[src/rtl/pwm_sample_player.sv]
// Plays a stream of FIFO samples as PWM duty cycles, one sample per symbol of
// STEPS_PER_SAMPLE steps, prefetching the next sample into a shadow register.
module pwm_sample_player #(
  parameter int DATA_WIDTH       = 8,
  parameter int CLKS_PER_STEP    = 1,
  parameter int STEPS_PER_SAMPLE = 255,
  parameter int UNDERRUN_MODE    = 0
) (
  input  logic                  clk,
  input  logic                  rst,
  input  logic                  enable,
  input  logic [DATA_WIDTH-1:0] sample,
  input  logic                  empty,
  output logic                  read,
  output logic                  pwm,
  output logic                  tc_pwm_step,
  output logic                  tc_pwm_symb,
  output logic                  underrun,
  output logic [15:0]           underrun_count
);

  localparam int PW = (CLKS_PER_STEP > 1) ? $clog2(CLKS_PER_STEP) : 1;
  localparam logic [PW-1:0]         PRESC_LAST = PW'(CLKS_PER_STEP - 1);
  localparam logic [DATA_WIDTH-1:0] STEP_LAST  = DATA_WIDTH'(STEPS_PER_SAMPLE - 1);

  typedef enum logic [1:0] {
    S_WAIT,
    S_FETCH,
    S_LATCH
  } fetch_state_t;

  fetch_state_t            r_state;
  fetch_state_t            w_state_next;
  logic [PW-1:0]           r_presc;
  logic [DATA_WIDTH-1:0]   r_step;
  logic [DATA_WIDTH-1:0]   r_duty;
  logic [DATA_WIDTH-1:0]   r_shadow;
  logic                    r_shadow_valid;
  logic                    r_started;
  logic                    r_pwm;
  logic [15:0]             r_underrun_count;
  logic                    w_tc_step;
  logic                    w_tc_symb;
  logic                    w_underrun;

  // Terminal counts are qualified by rst so they stay low during reset even
  // when the prescaler's reset value already equals its last count.
  assign w_tc_step  = rst && enable && (r_presc == PRESC_LAST);
  assign w_tc_symb  = w_tc_step && (r_step == STEP_LAST);
  assign w_underrun = w_tc_symb && !r_shadow_valid && r_started;

  assign pwm            = r_pwm;
  assign tc_pwm_step    = w_tc_step;
  assign tc_pwm_symb    = w_tc_symb;
  assign underrun       = w_underrun;
  assign underrun_count = r_underrun_count;

  always_ff @(posedge clk) begin
    if (!rst) begin
      r_state <= S_WAIT;
    end else begin
      r_state <= w_state_next;
    end
  end

  // NOTE: every signal written here gets a default first, so no path can
  // leave it unassigned and infer a latch.
  always_comb begin
    w_state_next = r_state;
    read         = 1'b0;
    case (r_state)
      S_WAIT: begin
        if (!r_shadow_valid && !empty && enable) begin
          w_state_next = S_FETCH;
        end
      end
      S_FETCH: begin
        read         = 1'b1;
        w_state_next = S_LATCH;
      end
      S_LATCH: begin
        w_state_next = S_WAIT;
      end
      default: begin
        w_state_next = S_WAIT;
      end
    endcase
  end

  // NOTE: sequential state uses non-blocking assignments so every register
  // samples the pre-edge values of the others, independent of statement order.
  always_ff @(posedge clk) begin
    if (!rst) begin
      r_presc          <= '0;
      r_step           <= '0;
      r_duty           <= '0;
      // NOTE: the shadow data register is reset too, not just its valid flag,
      // so no stale word from before reset can ever become a duty.
      r_shadow         <= '0;
      r_shadow_valid   <= 1'b0;
      r_started        <= 1'b0;
      r_pwm            <= 1'b0;
      r_underrun_count <= '0;
    end else begin
      r_pwm <= enable && (r_step < r_duty);

      if (enable) begin
        r_presc <= w_tc_step ? '0 : r_presc + 1'b1;
      end

      if (w_tc_step) begin
        r_step <= w_tc_symb ? '0 : r_step + 1'b1;
      end

      // FIFO data is valid the cycle after the read strobe.
      if (r_state == S_LATCH) begin
        r_shadow       <= sample;
        r_shadow_valid <= 1'b1;
      end

      if (w_tc_symb) begin
        if (r_shadow_valid) begin
          r_duty         <= r_shadow;
          r_shadow_valid <= 1'b0;
          r_started      <= 1'b1;
        end else if (r_started) begin
          if (r_underrun_count != 16'hFFFF) begin
            r_underrun_count <= r_underrun_count + 16'd1;
          end
          if (UNDERRUN_MODE == 1) begin
            r_duty <= '0;
          end
        end
      end
    end
  end

endmodule

[config.mk]
export PLATFORM = sky130hd
export DESIGN_NAME = pwm_sample_player
export DESIGN_NICKNAME = d
export VERILOG_FILES = /design/src/rtl/pwm_sample_player.sv
export SDC_FILE = /design/constraint.sdc
export NUM_CORES = 1
export LEC_CHECK = 0
export ABC_CLOCK_PERIOD_IN_PS = 2600
export CAP_MARGIN = 25
export CORE_ASPECT_RATIO = 0.6
export CORE_UTILIZATION = 30
export CTS_BUF_LIST = sky130_fd_sc_hd__clkbuf_8 sky130_fd_sc_hd__clkbuf_16
export CTS_CLUSTER_SIZE = 16
export DETAILED_ROUTE_END_ITERATION = 12
export GPL_ROUTABILITY_DRIVEN = 0
export GPL_TIMING_DRIVEN = 0
export PLACE_DENSITY_LB_ADDON = 0.12
export SLEW_MARGIN = 5
export SYNTH_ARGS = -nofsm -noshare
export SYNTH_HDL_FRONTEND = slang
export SYNTH_SLANG_ARGS = --single-unit
[constraint.sdc]
create_clock -name clk -period 2.6 [get_ports clk]
set_input_delay 0.26 -clock clk [delete_from_list [all_inputs] [get_ports clk]]
set_output_delay 0.26 -clock clk [all_outputs]
set_load 0.01 [all_outputs]
# --- After elaboration in Yosys (flattened, before gate mapping) ---
# Cells that the tools add are included.
totals:
  inputBits: 12
  register_bits: 46
  output_inout_bits: 21
classes:
  muxes: 8
  n_lt_le_gt_ge: 1
  bitwise: 2
  n_eq_ne: 5
  add_sub_neg: 3
  n_reduce_logical: 13
ops:
  columns: ["operator", "n"]
  rows:
  - ["$add A16 B1 Y16 const B", 1]
  - ["$ne A16 B16 Y1 const B", 1]
  - ["$add A8 B1 Y8 const B", 1]
  - ["$eq A8 B8 Y1 const B", 1]
  - ["$logic_and A1 B1 Y1", 8]
  - ["$lt A8 B8 Y1", 1]
  - ["$mux W8", 1]
  - ["$mux W1", 5]
  - ["$pmux W2 S2", 1]
  - ["$reduce_and A4 Y1", 1]
  - ["$eq A2 B1 Y1 const B", 1]
  - ["$eq A2 B2 Y1 const B", 1]
  - ["$logic_not A1 Y1", 2]
  - ["$logic_not A2 Y1", 1]
  - ["$mux W2", 1]
  - ["$ne A2 B2 Y1 const B", 1]
  - ["$not A1 Y1", 2]
  - ["$reduce_and A2 Y1", 1]
  - ["$add A1 B1 Y1 const B", 1]

# --- Logic depth before layout (Yosys ltp) ---
# Gate-level depths: netlist of the first run.
depth:
  word_depth: 5
  ltp_mapped: 8

# --- Worst setup path after synthesis of the first run ---
# No wires, ideal clock.
synth_timing:
  path_type: "register to register"
  startpoint: "register r_step[1]"
  endpoint: "register r_underrun_count[15], in the netlist underrun_count[15]"
  path_stages_with_launch: 7
  setup_slack_ps: 819
  synth_period_minus_slack_ps: 1781
  t_arrival_ps: 1710
  cell_sequence: "dfxtp_1 -> ha_1 -> nand2_1 -> nor4_4 -> nand4_2 -> or3_1 -> a21oi_1"
synth_via:
  elab_chain_cells: 3
synth_rtl:
  columns: ["element", "line", "rtl"]
  rows:
  - ["from (decl)", "35", "logic [DATA_WIDTH-1:0] r_step;"]
  - ["from (signal assigned)", "112", "r_step <= w_tc_symb ? '0 : r_step + 1'b1;"]
  - ["$eq A8 B8 Y1", "49", "assign w_tc_symb = w_tc_step && (r_step == STEP_LAST);"]
  - ["$logic_and A1 B1 Y1", "49", null]
  - ["$reduce_and A4 Y1 (no line)", null, null]
  - ["to (signal assigned)", "128", "r_underrun_count <= r_underrun_count + 16'd1;"]
  - ["to (decl)", "41", "logic [15:0] r_underrun_count;"]
# Every way passes these cells.
# A chain may end at the register's enable or synchronous reset.

# --- Worst setup path in the final report of the first run ---
layout_timing:
  startpoint: "input port rst"
  endpoint: "output port tc_pwm_symb"
layout_via:
  elab_chain_cells: 3
layout_rtl:
  columns: ["element", "line", "rtl"]
  rows:
  - ["from (decl)", "10", "input logic rst,"]
  - ["$logic_and A1 B1 Y1 (2 in a row)", "48", "assign w_tc_step = rst && enable && (r_presc == PRESC_LAST);"]
  - ["$logic_and A1 B1 Y1", "49", null]
  - ["to (decl)", "17", "output logic tc_pwm_symb,"]
# Every way passes these cells.

==> results of run 1 <==
## cells in the mapped netlist
| library cell | number |
|---|---|
| o2111ai_1 | 2 |
| a211oi_1 | 1 |
| inv_2 | 2 |
| o21ai_0 | 13 |
| or3_1 | 12 |
| nor2b_1 | 2 |
| nand3_1 | 11 |
| a21oi_1 | 31 |
| xnor2_1 | 1 |
| xor2_1 | 8 |
| or4_1 | 1 |
| ha_1 | 10 |
| nor4_4 | 1 |
| and2_1 | 3 |
| nand4b_2 | 1 |
| and4_1 | 3 |
| inv_1 | 10 |
| clkbuf_1 | 6 |
| a2111oi_0 | 1 |
| nand2_1 | 35 |
| or2_2 | 1 |
| nand4_2 | 2 |
| mux2_2 | 1 |
| mux2i_1 | 1 |
| nor3b_1 | 1 |
| dfxtp_1 | 46 |
| nand4_1 | 8 |
| buf_1 | 2 |
| o211ai_1 | 1 |
| nand2b_1 | 4 |
| nor4_1 | 1 |
| and3_1 | 2 |
| nor3_1 | 4 |
| a21o_1 | 3 |
| nor2_1 | 15 |
## worst max-delay path: stages
cell             delay (ns)
clkdlybuf4s50_1        0.59
nand4b_2               0.23
nor3_4                 0.30
clkbuf_4               0.26
clkdlybuf4s50_1        0.55
## worst max path at each step
stage / slack [ns] / to / cells after the start / from
floorplan: 0.82 / underrun_count[15]$_SDFFE_PN0P_ / 6 / r_step[1]$_SDFFE_PN0P_
global placement: -0.37 / tc_pwm_symb / 5 / rst
detailed placement: -0.38 / tc_pwm_symb / 5 / rst
CTS: 0.02 / tc_pwm_symb / 5 / rst
global route: 0.05 / tc_pwm_symb / 5 / rst
finish: 0.14 / tc_pwm_symb / 5 / rst
## logic make-up (layout without fill, tap and decap cells)
logic type      count (synthesis)  count (layout)
mux                             2               2
buf+inv                        20              61
xor+xnor                        9               9
fa+ha+maj                      10              10
simple gates                  107             107
compound gates                 52              52
flops                          46              46
## stage by stage
| step | setup TNS [ns] | setup slack, ns | cells | hold WS [ns] | utilization [%] |
|---|---|---|---|---|---|
| final | 0 | 0.143 | 374 | 0.448 | 40.4 |
| after global placement | -0.369 | -0.369 | 365 | 0.433 | 37.5 |
| after detailed placement | -0.380 | -0.380 | 365 | 0.439 | 37.5 |
| after global routing | 0 | 0.0494 | 374 | 0.471 | 40.4 |
| after floorplan | 0 | 0.819 | 246 | 0.336 | - |
| after CTS | 0 | 0.0244 | 373 | 0.449 | 40.2 |
## cell type report
| type | instances | area share, % |
|---|---|---|
| Clock buffer | 5 | 4.64 |
| Sequential cell | 46 | 34.2 |
| Timing Repair Buffer | 33 | 12.2 |
| Inverter | 12 | 1.67 |
| Multi-Input combinational cell | 180 | 40.5 |
| Buffer | 8 | 1.25 |
| Clock inverter | 3 | 1.53 |
| Tap cell | 87 | 4.04 |
## power by group through the flow
| stage | clock [mW] | sequential, mW | combinational, mW |
|---|---|---|---|
| finish | 0.716 | 0.716 | 0.0571 |
| global route | 0.781 | 0.716 | 0.0641 |
| CTS | 0.738 | 0.715 | 0.0582 |
| detailed placement | 0 | 0.731 | 0.0581 |
| global placement | 0 | 0.731 | 0.0576 |
| floorplan | 0 | 0.730 | 0.0272 |
## sequential cells by signal, indices dropped and copies added, names as in the netlist
signal	flops
r_presc	1
r_shadow_valid	1
r_duty	8
r_shadow	8
r_state	2
underrun_count	16
r_step	8
pwm	1
r_started	1
## layer usage
metal	track usage (%)	wire length, um	vias up
li1	-	-	946
met1	22.1	2760	825
met2	17.6	1850	30
met3	4.31	199	2
met4	4.00	23	0
met5	0	0	-
## what timing repair did
item | in CTS | in global routing
buffers inserted | 0 | 1
setup endpoints to repair | 1 | 1
gates cloned | 0 | 0
hold endpoints to repair | 0 | 0
pin swaps | 0 | 1
resized for setup | 3 | 2
==> results.cfg, run 1 <==
[timing]
final.setup_skew_ns = 0.00384
tightestPinTransition_ns = 0.549
drv_slew = 0
setup_viol = 0
period_minus_slack_ns = 2.46
max_freq_mhz = 407
post-route-period-util_pct = 94.5
rsz0062_at_grt = no
hold_viol = 0
relSlewSlack_pct = 63.4

[global_routing]
grt_antenna_before_repair = 0
grt_overflow_total = 0
grt_max_degree = 15
grt_pass1_vias = 1479
grt_first_pass_wirelength_um = 7540
grt_usage_pct = 14.1

[outcome]
status = finished, final reports clean

[pwr]
swShare_pct = 20.2
p_leak_nw = 0.956
combPwrFrac_pct = 3.8
p_int_mw = 1.19
power_mw = 1.49
p_clk_share_pct = 48.1
peakVddDrop_mv = 0.316
seqPwrFrac_pct = 48.1
p_switching_mw = 0.301
powerDensity_nw_per_um2 = 552

[clock_tree]
numCtsBuffers = 5
worstSkewPairLatency_ns = 0.28
clkTransAtPathRegs_ns = 0.06
clockBufferDepth = 2
holdBufCountCts = 0
cts_tree = done
cts_root_buf = clkbuf_16
htreeDepth = 2
clock-sinks = 46

[drt]
drtPass1Iterations = 4
routedWlPerCell_um = 12.9
ant_nets = 0
routed_via_density = 4.82
wl_um = 4840
drtIter0Drc = 63
drc = 0
vias = 1803

[worst_setup_path]
required_ns = 2.34
r2r-end = underrun_count[12]$_SDFFE_PN0P_
rrSetupSlack_ns = 0.48
cp_max_fo = 10
crit_type = primary input to primary output
crit_arrival_ns = 2.20
r2r_cells = 5
worstReg2RegStart = r_step[3]$_SDFFE_PN0P_
worstSetupEndpointType = primary output
cp-start-kind = primary input

[logic_synthesis]
yosysWarnings = 0
synth_area_leaders = dfxtp_1 44%, a21oi_1 7.5%, nand2_1 6.3%, ha_1 6.0%, or3_1 3.6%
yosysTopAreaCell = dfxtp_1
avgSynthCellArea_um2 = 8.44
netlist_area_um2 = 2080
synth_xor_area_share_pct = 3.80
yosysSeqAreaShare_pct = 44.3
synth.area.mux_share_pct = 1.02
synthSimpleGateAreaFrac_pct = 27.5
synth_cell_types = 35
synth_top_family_by_area = simple AND/OR/NAND/NOR gates
synth-adder-area-share_pct = 6.02
synth_top_area_share_pct = 44.3
synth-seq-cells = 46
synth_nets = 268
syn_inst = 246
synth-compound-area-share_pct = 13.7

[cells_and_area]
design_area_um2 = 2700
multi_input_area_um2 = 1090
nNetsFinal = 308
nFillCells = 704
antennaDiodeCount = 0
drive_gt1_share_pct = 6.27
synthToLayoutAreaGrowth_pct = 29.8
final_common_cell = dfxtp_1
regArea_um2 = 921
final_cell_mix = 46 x dfxtp_1, 35 x nand2_1, 32 x clkdlybuf4s50_1, 31 x a21oi_1, 15 x nor2_1

[worst_hold_path]
hold_depth = 2
hold_class = register to register
min_from = r_started$_SDFFE_PN0P_
hold-path-endpoint = r_started$_SDFFE_PN0P_

[floorplan]
start_util_pct = 31.1
ios = 33
rows = 23
core_area_um2 = 6680
die_x_um = 109
dieArea_um2 = 7270
die_h_um = 66.5

[placement]
placedInstanceArea_um2 = 2510
port_buffers = 32
dp_hpwl_um = 3510

[run]
drv_cap = 0
Power figures use the tool's default switching activity.
==> inputs of run 2 (changes only) <==
TNS_END_PERCENT = 5   (was unset)
==> results of run 2 <==
Final layout, timing and power as in run 1 (identical DEF).
